## src/rtl/hilo_ctrl_if.sv

```systemverilog
// Bus between the control unit / Booth multiplier side and the HI/LO controller.
// The slave modport is the controller's view; the master modport is the environment's.
interface hilo_ctrl_if;
    logic        start;
    logic [31:0] op_a;
    logic [31:0] op_b;
    logic        mthi;
    logic        mtlo;
    logic [31:0] wdata;
    logic [31:0] mult_hi;
    logic [31:0] mult_lo;
    logic        mult_control;
    logic [31:0] mult_a;
    logic [31:0] mult_b;
    logic        busy;
    logic        done;
    logic [31:0] hi_out;
    logic [31:0] lo_out;

    modport slave (
        input  start, op_a, op_b, mthi, mtlo, wdata, mult_hi, mult_lo,
        output mult_control, mult_a, mult_b, busy, done, hi_out, lo_out
    );

    modport master (
        output start, op_a, op_b, mthi, mtlo, wdata, mult_hi, mult_lo,
        input  mult_control, mult_a, mult_b, busy, done, hi_out, lo_out
    );
endinterface

```

## src/rtl/hilo_ctrl.sv

```systemverilog
// HI/LO register controller: launches a fixed-latency external multiplier,
// captures its product into HI/LO and services direct HI/LO writes while idle.
module hilo_ctrl #(
    parameter int MULT_LATENCY = 32
) (
    input logic        clk,
    input logic        reset,
    hilo_ctrl_if.slave bus
);

    typedef enum logic [1:0] {
        IDLE    = 2'd0,
        LAUNCH  = 2'd1,
        WAIT    = 2'd2,
        CAPTURE = 2'd3
    } state_e;

    // The WAIT phase ends on the edge where the counter reads one.
    localparam logic [5:0] CNT_LOAD = 6'(MULT_LATENCY - 1);

    state_e      state_q, state_d;
    logic [5:0]  cnt_q, cnt_d;
    logic        mc_q, mc_d;
    logic        busy_q, busy_d;
    logic        done_q, done_d;
    logic [31:0] a_q, a_d;
    logic [31:0] b_q, b_d;
    logic [31:0] hi_q, hi_d;
    logic [31:0] lo_q, lo_d;

    // State and output registers.
    always_ff @(posedge clk or negedge reset) begin
        if (!reset) begin
            state_q <= IDLE;
            cnt_q   <= 6'd0;
            mc_q    <= 1'b0;
            busy_q  <= 1'b0;
            done_q  <= 1'b0;
            a_q     <= 32'd0;
            b_q     <= 32'd0;
            hi_q    <= 32'd0;
            lo_q    <= 32'd0;
        end else begin
            state_q <= state_d;
            cnt_q   <= cnt_d;
            mc_q    <= mc_d;
            busy_q  <= busy_d;
            done_q  <= done_d;
            a_q     <= a_d;
            b_q     <= b_d;
            hi_q    <= hi_d;
            lo_q    <= lo_d;
        end
    end

    // Next-state selection.
    always_comb begin
        state_d = state_q;
        case (state_q)
            IDLE: begin
                if (bus.start) begin
                    state_d = LAUNCH;
                end else begin
                    state_d = IDLE;
                end
            end
            LAUNCH:  state_d = WAIT;
            WAIT: begin
                if (cnt_q == 6'd1) begin
                    state_d = CAPTURE;
                end else begin
                    state_d = WAIT;
                end
            end
            CAPTURE: state_d = IDLE;
            default: state_d = IDLE;
        endcase
    end

    // Next values of the registered outputs, counter and HI/LO.
    always_comb begin
        cnt_d  = cnt_q;
        a_d    = a_q;
        b_d    = b_q;
        hi_d   = hi_q;
        lo_d   = lo_q;
        mc_d   = (state_d == LAUNCH);
        busy_d = (state_d != IDLE);
        done_d = (state_q == CAPTURE);
        case (state_q)
            IDLE: begin
                // A direct write and a launch may share an edge; the capture lands later.
                if (bus.mthi) begin
                    hi_d = bus.wdata;
                end else begin
                    hi_d = hi_q;
                end
                if (bus.mtlo) begin
                    lo_d = bus.wdata;
                end else begin
                    lo_d = lo_q;
                end
                if (bus.start) begin
                    a_d = bus.op_a;
                    b_d = bus.op_b;
                end else begin
                    a_d = a_q;
                    b_d = b_q;
                end
            end
            LAUNCH:  cnt_d = CNT_LOAD;
            WAIT:    cnt_d = cnt_q - 6'd1;
            CAPTURE: begin
                cnt_d = 6'd0;
                hi_d  = bus.mult_hi;
                lo_d  = bus.mult_lo;
            end
            default: cnt_d = 6'd0;
        endcase
    end

    assign bus.mult_control = mc_q;
    assign bus.mult_a       = a_q;
    assign bus.mult_b       = b_q;
    assign bus.busy         = busy_q;
    assign bus.done         = done_q;
    assign bus.hi_out       = hi_q;
    assign bus.lo_out       = lo_q;

endmodule

```

## src/flat_wrapper.sv

```systemverilog
// flat-port wrapper written by rule: the top's interface ports become plain ports
module hilo_ctrl_flat 
#(
    parameter int MULT_LATENCY = 32
)
  (clk, reset, bus_start, bus_op_a, bus_op_b, bus_mthi, bus_mtlo, bus_wdata, bus_mult_hi, bus_mult_lo, bus_mult_control, bus_mult_a, bus_mult_b, bus_busy, bus_done, bus_hi_out, bus_lo_out);
  hilo_ctrl_if bus_i ();
  input logic clk;
  input logic reset;
  input wire logic [$bits(bus_i.start)-1:0] bus_start;
  input wire logic [$bits(bus_i.op_a)-1:0] bus_op_a;
  input wire logic [$bits(bus_i.op_b)-1:0] bus_op_b;
  input wire logic [$bits(bus_i.mthi)-1:0] bus_mthi;
  input wire logic [$bits(bus_i.mtlo)-1:0] bus_mtlo;
  input wire logic [$bits(bus_i.wdata)-1:0] bus_wdata;
  input wire logic [$bits(bus_i.mult_hi)-1:0] bus_mult_hi;
  input wire logic [$bits(bus_i.mult_lo)-1:0] bus_mult_lo;
  output wire logic [$bits(bus_i.mult_control)-1:0] bus_mult_control;
  output wire logic [$bits(bus_i.mult_a)-1:0] bus_mult_a;
  output wire logic [$bits(bus_i.mult_b)-1:0] bus_mult_b;
  output wire logic [$bits(bus_i.busy)-1:0] bus_busy;
  output wire logic [$bits(bus_i.done)-1:0] bus_done;
  output wire logic [$bits(bus_i.hi_out)-1:0] bus_hi_out;
  output wire logic [$bits(bus_i.lo_out)-1:0] bus_lo_out;
  assign bus_i.start = bus_start;
  assign bus_i.op_a = bus_op_a;
  assign bus_i.op_b = bus_op_b;
  assign bus_i.mthi = bus_mthi;
  assign bus_i.mtlo = bus_mtlo;
  assign bus_i.wdata = bus_wdata;
  assign bus_i.mult_hi = bus_mult_hi;
  assign bus_i.mult_lo = bus_mult_lo;
  assign bus_mult_control = bus_i.mult_control;
  assign bus_mult_a = bus_i.mult_a;
  assign bus_mult_b = bus_i.mult_b;
  assign bus_busy = bus_i.busy;
  assign bus_done = bus_i.done;
  assign bus_hi_out = bus_i.hi_out;
  assign bus_lo_out = bus_i.lo_out;
  hilo_ctrl #(.MULT_LATENCY(MULT_LATENCY)) u_core (.clk(clk), .reset(reset), .bus(bus_i));
endmodule
```

## config.mk

```make
export PLATFORM = sky130hd
export DESIGN_NAME = hilo_ctrl_flat
export DESIGN_NICKNAME = d
export VERILOG_FILES = /design/src/rtl/hilo_ctrl_if.sv /design/src/rtl/hilo_ctrl.sv /design/src/flat_wrapper.sv
export SDC_FILE = /design/constraint.sdc
export NUM_CORES = 1
export LEC_CHECK = 0
export ABC_AREA = 1
export BUFFER_PORTS_ARGS = -buffer_cell sky130_fd_sc_hd__buf_2
export CAP_MARGIN = 15
export CORE_ASPECT_RATIO = 0.75
export CORE_MARGIN = 1
export CORE_UTILIZATION = 40
export CTS_CLUSTER_DIAMETER = 80
export DETAILED_ROUTE_END_ITERATION = 7
export GPL_TIMING_DRIVEN = 0
export PLACE_DENSITY = 0.81
export SLEW_MARGIN = 20
export SYNTH_ARGS = -nofsm -noshare
export SYNTH_HDL_FRONTEND = slang
export SYNTH_SLANG_ARGS = --single-unit
```

## constraint.sdc

```tcl
create_clock -name clk -period 2.3 [get_ports clk]
set_clock_uncertainty 0.1 [all_clocks]
set_input_delay 0.69 -clock clk [delete_from_list [all_inputs] [get_ports clk]]
set_output_delay 0.69 -clock clk [all_outputs]
set_load 0.02 [all_outputs]
```

==> metrics.csv <==
metric;value;unit
cts hold-fix bufs;0;
GP Congestion;0.820;
slew margin rel.;64.7;%
TritonCTS clock tree;yes;
biggest cell delay along the critical path;0.44;ns
Hold Vio Cnt, Final;0;
initial DRC count;214;
Setup Viol. Count Final;0;
mux share of post-synthesis cell area;14.7;%
Tcrit/Tclk final;82.7;%
area of the die;15200;µm²
cells along the critical path;ha_1 > inv_1 > clkbuf_1 > nand2_1 > a31oi_1;
main combinational cell family by area after synthesis;multiplexers;
max-cap viol count;0;
initial core utilization;40.9;%
total number of vias;5083;
share of cells above drive strength 1;50.3;%
Least-Margin Pin Slew;0.529;ns
CP required;2.53;ns
Final WS setup;0.399;ns
post-synthesis compound-gate area fraction;7.75;%
pre-CTS WS;0.378;ns
Routed Antenna Nets;0;
Synth Register Bits;139;
hpwl dp;13200;µm
Met1 Wirelength;6890;µm
clk slew on worst S/H paths;0.06;ns
met2 WL post-DR;8610;µm
sequential fraction of the synthesis area;59.0;%
initial antenna violation count;4;
cells after synthesis;516;
CTS sink count;139;
GR Util All Layers;23.3;%
Synth area leaders;dfrtp_1 (59%), mux2_4 (9.7%), nand2_1 (7.0%);
drt wl/cell;16.4;µm
CTS Buffer Depth;2;
postcts setup bufs;0;
leakage power;4.20;nW
first-pass GRT wire length;26500;µm
Power Density;1610;nW/µm²
Die Y;107;µm
Top delay family on crit path;buffers and inverters;
clk_lat worst skew;0.41;ns
share of the synthesized area in the top cell type;59.0;%
WL met3;1340;µm
port bufs;295;
Site Rows;38;
XOR/XNOR share of the synthesized area;0;%
vias in the first global route;5054;
Detailed Route WL;17200;µm
Simple-Gate Fraction of Synth Area;12.9;%
HP Class;in2async;
leading area contributor after synthesis;dfrtp_1;
adder-cell share of the synthesized area;1.06;%
Die Wd;142;µm
nets;1001;
pin count of the biggest net entering global routing;99;
Max H-tree Level;4;
top layer in use;met5;
mapped cell area;5890;µm²
vias per cell;4.86;
area delta synth->final;40.8;%
Mean Syn Cell Area;11.4;µm²
Worst Path Max Fanout;10;
DRC Markers;0;
area of the core;14400;µm²
Num CTS Buffers;17;
arrival time worst endpoint;2.13;ns
GRT overflow;0;
slowest cell on the critical path;clkbuf_1;
max-slew violations;0;
CP bufs+invs;2;
DRT Pass-1 Iters;4;
synthesis warning total;0;
Worst Setup Path Type;reg2reg;
post-cts sizing count;0;
worst vdd ir;0.000860;V
Startpoint Class;register;
RSZ-0062 raised after global routing;false;
count of cell types in the netlist;24;
setup tns final;0;ns
final period demand of the worst path;1.90;ns
root buf cell;clkbuf_16;
Crit. End Element;register;
Net Count, Synth;686;
status;finished clean;
I/O pin cnt;296;
Max Freq;526;MHz
logic make-up after synthesis:
family | count (synthesis)
fa+ha+maj | 5
simple gates | 194
compound gates | 73
flops | 139
mux | 64
buf+inv | 41
state kept, by name, indices dropped and copies added, names as in the netlist:
| signal | cells |
|---|---|
| u_core.bus.busy | 1 |
| u_core.bus.done | 1 |
| u_core.bus.hi_out | 32 |
| u_core.bus.lo_out | 32 |
| u_core.bus.mult_a | 32 |
| u_core.bus.mult_b | 32 |
| u_core.bus.mult_control | 1 |
| u_core.cnt_q | 6 |
| u_core.state_q | 2 |
report_power, final:
part / leakage [nW] / switching [mW] / internal [mW]
clock: 0.308 / 1.10 / 1.84
combinational: 2.31 / 3.64 / 2.45
sequential: 1.59 / 0.656 / 3.67
total: 4.20 / 5.39 / 7.96
layout by cell type (no fill, tap or decap), types with 2 or more instances in the layout:
master	Yosys	routed
clkbuf_16	0	17
ha_1	5	5
bufinv_16	0	4
clkbuf_1	3	3
nand2_1	110	110
mux2_4	38	38
nor2_1	75	75
buf_2	15	309
mux2_2	26	26
o21ai_0	2	2
dfrtp_1	139	139
inv_6	0	3
nand3_1	3	3
inv_8	0	2
nand2_4	3	3
clkinv_4	0	4
a22oi_1	2	2
diode_2	0	2
buf_6	10	10
a31oi_1	64	64
inv_1	10	10
a21oi_1	3	3
per-stage QoR:
step	hold WS, ns	utilization [%]	std cells	instance area, µm²	power, mW
after floorplan	0.294	-	516	5890	8.32
after global placement	0.381	52.9	1011	7620	10.3
after detailed placement	0.387	53.1	1012	7650	10.5
after CTS	0.0410	57.6	1043	8290	13.5
after global routing	0.0461	57.6	1045	8300	14.2
final	0.0479	57.6	1045	8300	13.4
layout make-up:
cell class / count / area [µm²]
Buffer: 30 / 226
Timing Repair Buffer: 296 / 1510
Tap cell: 200 / 250
Fill cell: 1231 / 6110
Clock buffer: 17 / 425
Multi-Input combinational cell: 336 / 2140
Antenna cell: 2 / 5.00
Sequential cell: 139 / 3480
Clock inverter: 14 / 211
Inverter: 11 / 41.3
routing by layer:
layer | GRT usage, % | vias to the layer above
met2 | 40.8 | 218
met5 | 0 | -
met4 | 7.53 | 4
li1 | - | 2393
met3 | 8.08 | 23
met1 | 26.6 | 2445
synth_stat cells:
master      n
inv_1      10
nand2_1   110
mux2_2     26
mux2_4     38
ha_1        5
buf_2      15
dfrtp_1   139
nand2_2     1
a21oi_1     3
buf_4       1
buf_12      1
nand3_1     3
inv_2       1
buf_6      10
nand4_1     1
clkbuf_1    3
or2_1       1
nand2_4     3
o21a_1      1
o21ai_0     2
a31oi_1    64
o21ai_2     1
nor2_1     75
a22oi_1     2
worst reg2reg max path: stages (launching register included):
cell and delay (ns):
dfrtp_1 0.38, ha_1 0.31, inv_1 0.19, clkbuf_1 0.44
nand2_1 0.20, a31oi_1 0.20
path summary, 6_finish.rpt:
check,startpoint,to,slack [ns],depth (start not counted)
setup / recovery,u_core.state_q[0]$_DFF_PN0_,u_core.bus.lo_out[16]$_DFFE_PN0P_,0.40,5
hold / removal,reset,u_core.bus.mult_a[23]$_DFFE_PN0P_,0.05,1
setup reg to reg,u_core.state_q[0]$_DFF_PN0_,u_core.bus.lo_out[16]$_DFFE_PN0P_,0.40,5
hold reg to reg,u_core.bus.mult_a[3]$_DFFE_PN0P_,u_core.bus.mult_a[3]$_DFFE_PN0P_,0.40,1
max in group asynchronous,reset,u_core.bus.lo_out[15]$_DFFE_PN0P_,1.25,2
min in group clk,u_core.bus.mult_a[3]$_DFFE_PN0P_,u_core.bus.mult_a[3]$_DFFE_PN0P_,0.40,1
(Power assumes the default switching activity.)
